<file path="config.mk">
export PLATFORM = sky130hd
export DESIGN_NAME = s_ctrl_ring
export DESIGN_NICKNAME = d
export VERILOG_FILES = /design/src/rtl/s_ctrl_ring.sv
export SDC_FILE = /design/constraint.sdc
export NUM_CORES = 1
export LEC_CHECK = 0
export BUFFER_PORTS_ARGS = -buffer_cell sky130_fd_sc_hd__buf_2
export CORE_AREA = 10 10 47 49
export DETAILED_ROUTE_END_ITERATION = 10
export DIE_AREA = 0 0 57 59
export PLACE_DENSITY_LB_ADDON = 0.12
export SYNTH_ARGS = -nofsm -noshare
export SYNTH_HDL_FRONTEND = slang
export SYNTH_SLANG_ARGS = --single-unit
</file>
<file path="constraint.sdc">
create_clock -name clk -period 5.6 [get_ports clk]
set_input_delay 1.12 -clock clk [delete_from_list [all_inputs] [get_ports clk]]
set_output_delay 1.12 -clock clk [all_outputs]
set_load 0.02 [all_outputs]
</file>
<file path="src/rtl/s_ctrl_ring.sv">
// s_ctrl_ring: compute-sequencing controller for an NSLOT-deep ring of
// source buffers. Tracks filled slots, starts compute on each batch in
// order, and releases finished results to the destination only when the
// next batch is already present or the finished batch was the last one.
module s_ctrl_ring #(
  parameter int NSLOT = 2,
  localparam int PW = $clog2(NSLOT)
) (
  input  logic          clk,
  input  logic          rst,
  input  logic          run,
  input  logic          src_fin,
  input  logic          src_last,
  input  logic          s_fin,
  input  logic          dst_ready,
  output logic          src_ready,
  output logic [PW-1:0] src_slot,
  output logic          s_init,
  output logic [PW-1:0] s_slot,
  output logic          s_fin_in,
  output logic [PW:0]   count,
  output logic          busy,
  output logic          done,
  output logic          err
);

  typedef enum logic [1:0] {IDLE, RUN, HOLD, DONE} state_t;

  localparam logic [PW:0] FULL = (PW+1)'(NSLOT);
  localparam logic [PW:0] TWO  = (PW+1)'(2);

  state_t           state_q, state_d;
  logic [PW-1:0]    wr_ptr_q, wr_ptr_d;
  logic [PW-1:0]    rd_ptr_q, rd_ptr_d;
  logic [PW:0]      count_q, count_d;
  logic [NSLOT-1:0] last_q, last_d;
  logic             s_init_q, s_init_d;
  logic             done_q, done_d;
  logic             err_q, err_d;

  // rst and run low are the same synchronous clear
  logic clr;
  logic accept;
  logic commit_ok;
  logic commit;

  assign clr = rst | ~run;

  // Per-slot "last batch" flag, captured when the source finishes that slot
  for (genvar gi = 0; gi < NSLOT; gi++) begin : g_last
    always_comb begin
      last_d[gi] = last_q[gi];
      if (accept && (wr_ptr_q == PW'(gi))) begin
        last_d[gi] = src_last;
      end
    end
  end

  // Handshake decode, pointer/count arithmetic and the sequencing FSM
  always_comb begin
    state_d   = state_q;
    wr_ptr_d  = wr_ptr_q;
    rd_ptr_d  = rd_ptr_q;
    count_d   = count_q;
    s_init_d  = 1'b0;
    done_d    = done_q;
    err_d     = err_q;

    src_ready = (count_q < FULL) && (state_q != DONE);
    accept    = src_fin && src_ready;
    // Results may only leave once the next batch is present (so compute
    // can restart immediately) or when nothing follows this batch.
    commit_ok = dst_ready && ((count_q >= TWO) || last_q[rd_ptr_q]);
    // An abort in progress must never release a result
    commit    = !clr && commit_ok &&
                ((s_fin && (state_q == RUN)) || (state_q == HOLD));

    if (src_fin && !src_ready) begin
      err_d = 1'b1;
    end
    if (accept) begin
      wr_ptr_d = wr_ptr_q + PW'(1);
    end
    // The slot is freed at commit: compute reads it for the whole batch
    if (commit) begin
      rd_ptr_d = rd_ptr_q + PW'(1);
    end

    case ({accept, commit})
      2'b10:   count_d = count_q + (PW+1)'(1);
      2'b01:   count_d = count_q - (PW+1)'(1);
      default: count_d = count_q;
    endcase

    case (state_q)
      IDLE: begin
        if ((count_q != '0) || accept) begin
          s_init_d = 1'b1;
          state_d  = RUN;
        end
      end
      RUN: begin
        if (s_fin && !commit) begin
          state_d = HOLD;
        end
      end
      HOLD: begin
        state_d = HOLD;
      end
      DONE: begin
        state_d = DONE;
      end
      default: begin
        state_d = IDLE;
      end
    endcase

    // Shared commit exit from RUN and HOLD
    if (commit) begin
      if (last_q[rd_ptr_q]) begin
        state_d = DONE;
        done_d  = 1'b1;
      end else begin
        state_d  = RUN;
        s_init_d = 1'b1;
      end
    end
  end

  // State register with synchronous clear
  always_ff @(posedge clk) begin
    if (clr) begin
      state_q  <= IDLE;
      wr_ptr_q <= '0;
      rd_ptr_q <= '0;
      count_q  <= '0;
      last_q   <= '0;
      s_init_q <= 1'b0;
      done_q   <= 1'b0;
      err_q    <= 1'b0;
    end else begin
      state_q  <= state_d;
      wr_ptr_q <= wr_ptr_d;
      rd_ptr_q <= rd_ptr_d;
      count_q  <= count_d;
      last_q   <= last_d;
      s_init_q <= s_init_d;
      done_q   <= done_d;
      err_q    <= err_d;
    end
  end

  assign src_slot = wr_ptr_q;
  assign s_slot   = rd_ptr_q;
  assign s_init   = s_init_q;
  assign s_fin_in = commit;
  assign count    = count_q;
  assign busy     = (state_q == RUN) || (state_q == HOLD);
  assign done     = done_q;
  assign err      = err_q;

endmodule

</file>
== After elaboration in Yosys (flattened, before gate mapping) ==
Cells that the tools add are included.

* Reduce and logical (&&, ||, !) cells: 22
* Mux-type cells: 12
* Bitwise operators: 3
* Magnitude comparators: 3
* Equality and inequality tests: 8
* $add $sub $neg: 4

{| class="wikitable"
|+ Operators by type and width
! kind !! number
|-
| $logic_and 1x1->1 || 10
|-
| $mux 2 || 4
|-
| $pmux 2 s4 || 1
|-
| $eq 2x2->1 const B || 3
|-
| $mux 1 || 6
|-
| $eq 2x1->1 const B || 2
|-
| $logic_or 1x1->1 || 4
|-
| $pmux 2 s2 || 1
|-
| $reduce_and 2->1 || 2
|-
| $reduce_bool 2->1 || 2
|-
| $logic_not 1->1 || 3
|-
| $ne 3x2->1 const B || 1
|-
| $ne 3x3->1 const B || 1
|-
| $add 1x1->1 const B || 2
|-
| $add 2x1->2 const B || 1
|-
| $ge 2x2->1 const B || 1
|-
| $logic_not 2->1 || 1
|-
| $lt 1x2->1 const B || 1
|-
| $lt 2x2->1 const B || 1
|-
| $ne 2x2->1 const B || 1
|-
| $not 1->1 || 2
|-
| $sub 2x1->2 const B || 1
|-
| $or 1x1->1 || 1
|}

* Input bits: 7
* Register bits after elaboration: 11
* Output and inout bits: 10

== Longest topological paths before layout ==
* Depth in word-level cells: 11
* Depth in mapped cells: 8
* Gate-level depth less buffers: 8

== Worst setup path after synthesis ==
Ideal clock, no wire load.

* Kind: input-to-output
* Start point: input run
* End point: output s_fin_in
* Arrival: 1.659 ns
* Slack: 2.821 ns
* Stages: 2
* Path buffers: 0
* Path through: nor2b_1 o2111a_2

* Word-level cells in the longest chain between the ends: 5

{| class="wikitable"
|+ Ends and longest elaborated chain
! element !! RTL line !! text
|-
| start, declared || 11 || <nowiki>input logic run,</nowiki>
|-
| $not 1->1 || 47 || <nowiki>assign clr = rst | ~run;</nowiki>
|-
| $or 1x1->1 || 47 ||
|-
| $logic_not 1->1 || 75 || <nowiki>commit = !clr && commit_ok &&</nowiki>
|-
| $logic_and 1x1->1 (2 in series) || 75 ||
|-
| end, declared || 20 || <nowiki>output logic s_fin_in,</nowiki>
|}

No other way between the ends.

== Worst setup path in the final report ==
Same ends and word-level chain as after synthesis.

==> results.json <==
{
  "cts_sinks": 11,
  "r2r_end": "count[1]",
  "core_area_um2": 1401,
  "synth.top_cell.area_share_pct": 38.34,
  "grt-ovfl-total": 0,
  "die_width_um": 57,
  "wl_met2_um": 601,
  "yosys.area.top_type": "dfxtp_1",
  "powerDensity_nw_per_um2": 242.8,
  "die_h_um": 59,
  "power_frac_seq_pct": 49.8,
  "start_util_pct": 40.98,
  "hold_end": "err",
  "ant_nets": 0,
  "m1WireLength_um": 512,
  "cts_resized": 0,
  "reg2reg_depth": 5,
  "place_area_um2": 666.9,
  "finalHoldViolCount": 0,
  "dr.pass1.iters": 4,
  "timing.fmax_mhz": 326.2,
  "synth_fp_nets": 76,
  "rrSetupSlack_ps": 3630,
  "worstSetupEndpointType": "primary output",
  "port_buffers": 16,
  "cpMostUsedCell": "buf_2",
  "grt_max_degree": 10,
  "switching_share_pct": 27.69,
  "crit_chain": "buf_2 > nor2b_1 > o2111a_2 > buf_2",
  "critPathRequiredTime_ps": 4480,
  "top_layer": "met4",
  "multiInputGateArea_um2": 331.6,
  "relSlewSlack_pct": 77.95,
  "ys_types": 25,
  "worst_slew_pin_slew_ps": 330.8,
  "layout_min_cycle_time_ps": 3066,
  "p_leak_nw": 0.3401,
  "slowest_delay_ps": 320,
  "fin_nets": 95,
  "regArea_um2": 220.2,
  "finalCritPeriodShare_pct": 54.75,
  "crit_path_top_delay_cell": "o2111a_2",
  "hold_start": "err",
  "routedWlPerCell_um": 12.44,
  "post-cts-setup-buffers": 0,
  "cts-root-buf": "clkbuf_4",
  "synthArstFlopShare_pct": 0,
  "combPwrFrac_pct": 17.5,
  "ys_dominant_reg_cell": "dfxtp_1",
  "final_common_cell": "buf_2",
  "viasPerCell": 4.990,
  "finalSetupViolCount": 0,
  "dp_hpwl_um": 997,
  "setup_tns_ps": 0,
  "drc_errors": 0,
  "maxCapViolCount": 0,
  "totalWireLength_mm": 1.219,
  "cts_buffer_depth": 2,
  "clockPowerShare_pct": 32.7,
  "hold_class": "flop to flop",
  "holdPathStages": 2,
  "mostFrequentLayoutCells": "buf_2, dfxtp_1, nor2_1",
  "vias": 489,
  "start_kind": "primary input",
  "first_global_vias": 497,
  "worstPathArrival_ps": 1950,
  "design_area_um2": 693.2,
  "synth_warnings": 0,
  "synth.area.top_cells": "dfxtp_1, ha_1, nor2_1",
  "dp.cells": 94,
  "drive_gt1_share_pct": 28.05,
  "cts_tree": "yes",
  "avgSynthCellArea_um2": 8.973,
  "critPathMaxFanout": 7,
  "yosysSeqAreaShare_pct": 38.34,
  "clk_pin_slew_ps": 70,
  "slew_violations": 0,
  "synth_edf_count": 0,
  "htree_levels": 1,
  "synthCells": 64,
  "pin_count": 17,
  "area_growth_pct": 20.70,
  "track_usage_pct": 7.939,
  "switchingPower_w": 0.00004659,
  "outcome": "finished clean",
  "skew_ps": 1.056,
  "fill_cells": 152,
  "grt_pass1_wl_mm": 2.145,
  "design.die.area_um2": 3363,
  "reg2reg_from": "state_q[0]",
  "gp_congestion": 0.8117,
  "synth_seq_cells": 11,
  "wl_met3_um": 72,
  "critPathKind": "primary input to primary output",
  "rows": 14,
  "synth_area_um2": 574.3,
  "peakVddDrop_mv": 0.1197,
  "rsz0062_at_grt": "no",
  "grt_antenna_before_repair": 0,
  "diodes": 0,
  "postCtsHoldBufs": 0,
  "cts_made_buffers": 3,
  "clkLatencyLatePin_ps": 270,
  "drt_iter0_drc": 5,
  "instances_no_fill": 98,
  "intPower_w": 0.0001217
}
power by group through the flow:
stage / Combinational [W] / Clock, W / Sequential (W)
after global routing: 0.0000332 / 0.0000600 / 0.0000843
after detailed placement: 0.0000299 / 0 / 0.0000857
after CTS: 0.0000301 / 0.0000568 / 0.0000838
after floorplan: 0.0000200 / 0 / 0.0000870
final: 0.0000295 / 0.0000550 / 0.0000837
after global placement: 0.0000302 / 0 / 0.0000856
cell families after synthesis:
group / after synthesis / synth area share (%)
buffers and inverters: 6 / 3.921
DFF: 11 / 38.34
xor gates and xnor gates: 4 / 6.101
AOI/OAI and AO/OA: 13 / 15.25
muxes: 3 / 6.100
and+or+nand+nor: 22 / 19.39
adders and majority gates: 5 / 10.89
how the worst max path moves through the flow:
stage                     start        to  slack, ps
after detailed placement    run  s_fin_in       2520
after global placement      run  s_fin_in       2560
after CTS                   run  s_fin_in       2520
final                       run  s_fin_in       2530
after global routing        run  s_fin_in       2480
after floorplan             run  s_fin_in       2820
flip-flops by register name (all words and copies together) (netlist names):
register / cells
s_slot: 1
err: 1
last_q: 2
src_slot: 1
state_q: 2
s_init: 1
done: 1
count: 2
area by class of cell:
cell class	count	share of cell area (%)
clock buffer	4	3.791
inverter	4	2.166
timing repair buffer	16	11.55
sequential	11	31.77
tap	16	2.888
multi-input combinational	47	47.83
cells in the mapped netlist, types with 2 or more instances:
| cell | count |
|---|---|
| clkbuf_1 | 2 |
| xnor2_1 | 2 |
| ha_1 | 5 |
| mux2i_1 | 2 |
| or3_1 | 2 |
| nand2_1 | 4 |
| inv_1 | 4 |
| o21ai_0 | 3 |
| xor2_1 | 2 |
| nand2b_1 | 2 |
| nor2_1 | 9 |
| dfxtp_1 | 11 |
| a21oi_1 | 4 |
routing by layer:
metal	up-vias	GRT usage, %
met1	220	8.523
met4	0	6.040
met5	-	0
li1	255	-
met2	9	12.09
met3	5	3.433
critical path: cells and delay by family:
kind / cells / cell delay [ps]
buffers and inverters: 2 / 270
AND/OR/NAND/NOR: 1 / 230
AO/OA/AOI/OAI: 1 / 320
metrics by stage:
step                      setup WS (ps)  hold slack, ps  total power, W  utilization [%]
after floorplan                    2821           453.3       0.0001070                -
after global placement             2557           432.5       0.0001158            47.59
after detailed placement           2524           440.7       0.0001156            47.59
after CTS                          2522           451.2       0.0001706            49.46
after global routing               2478           481.4       0.0001775            49.46
final                              2534           445.5       0.0001683            49.46
Note: power is estimated with default switching activity, not from simulation.
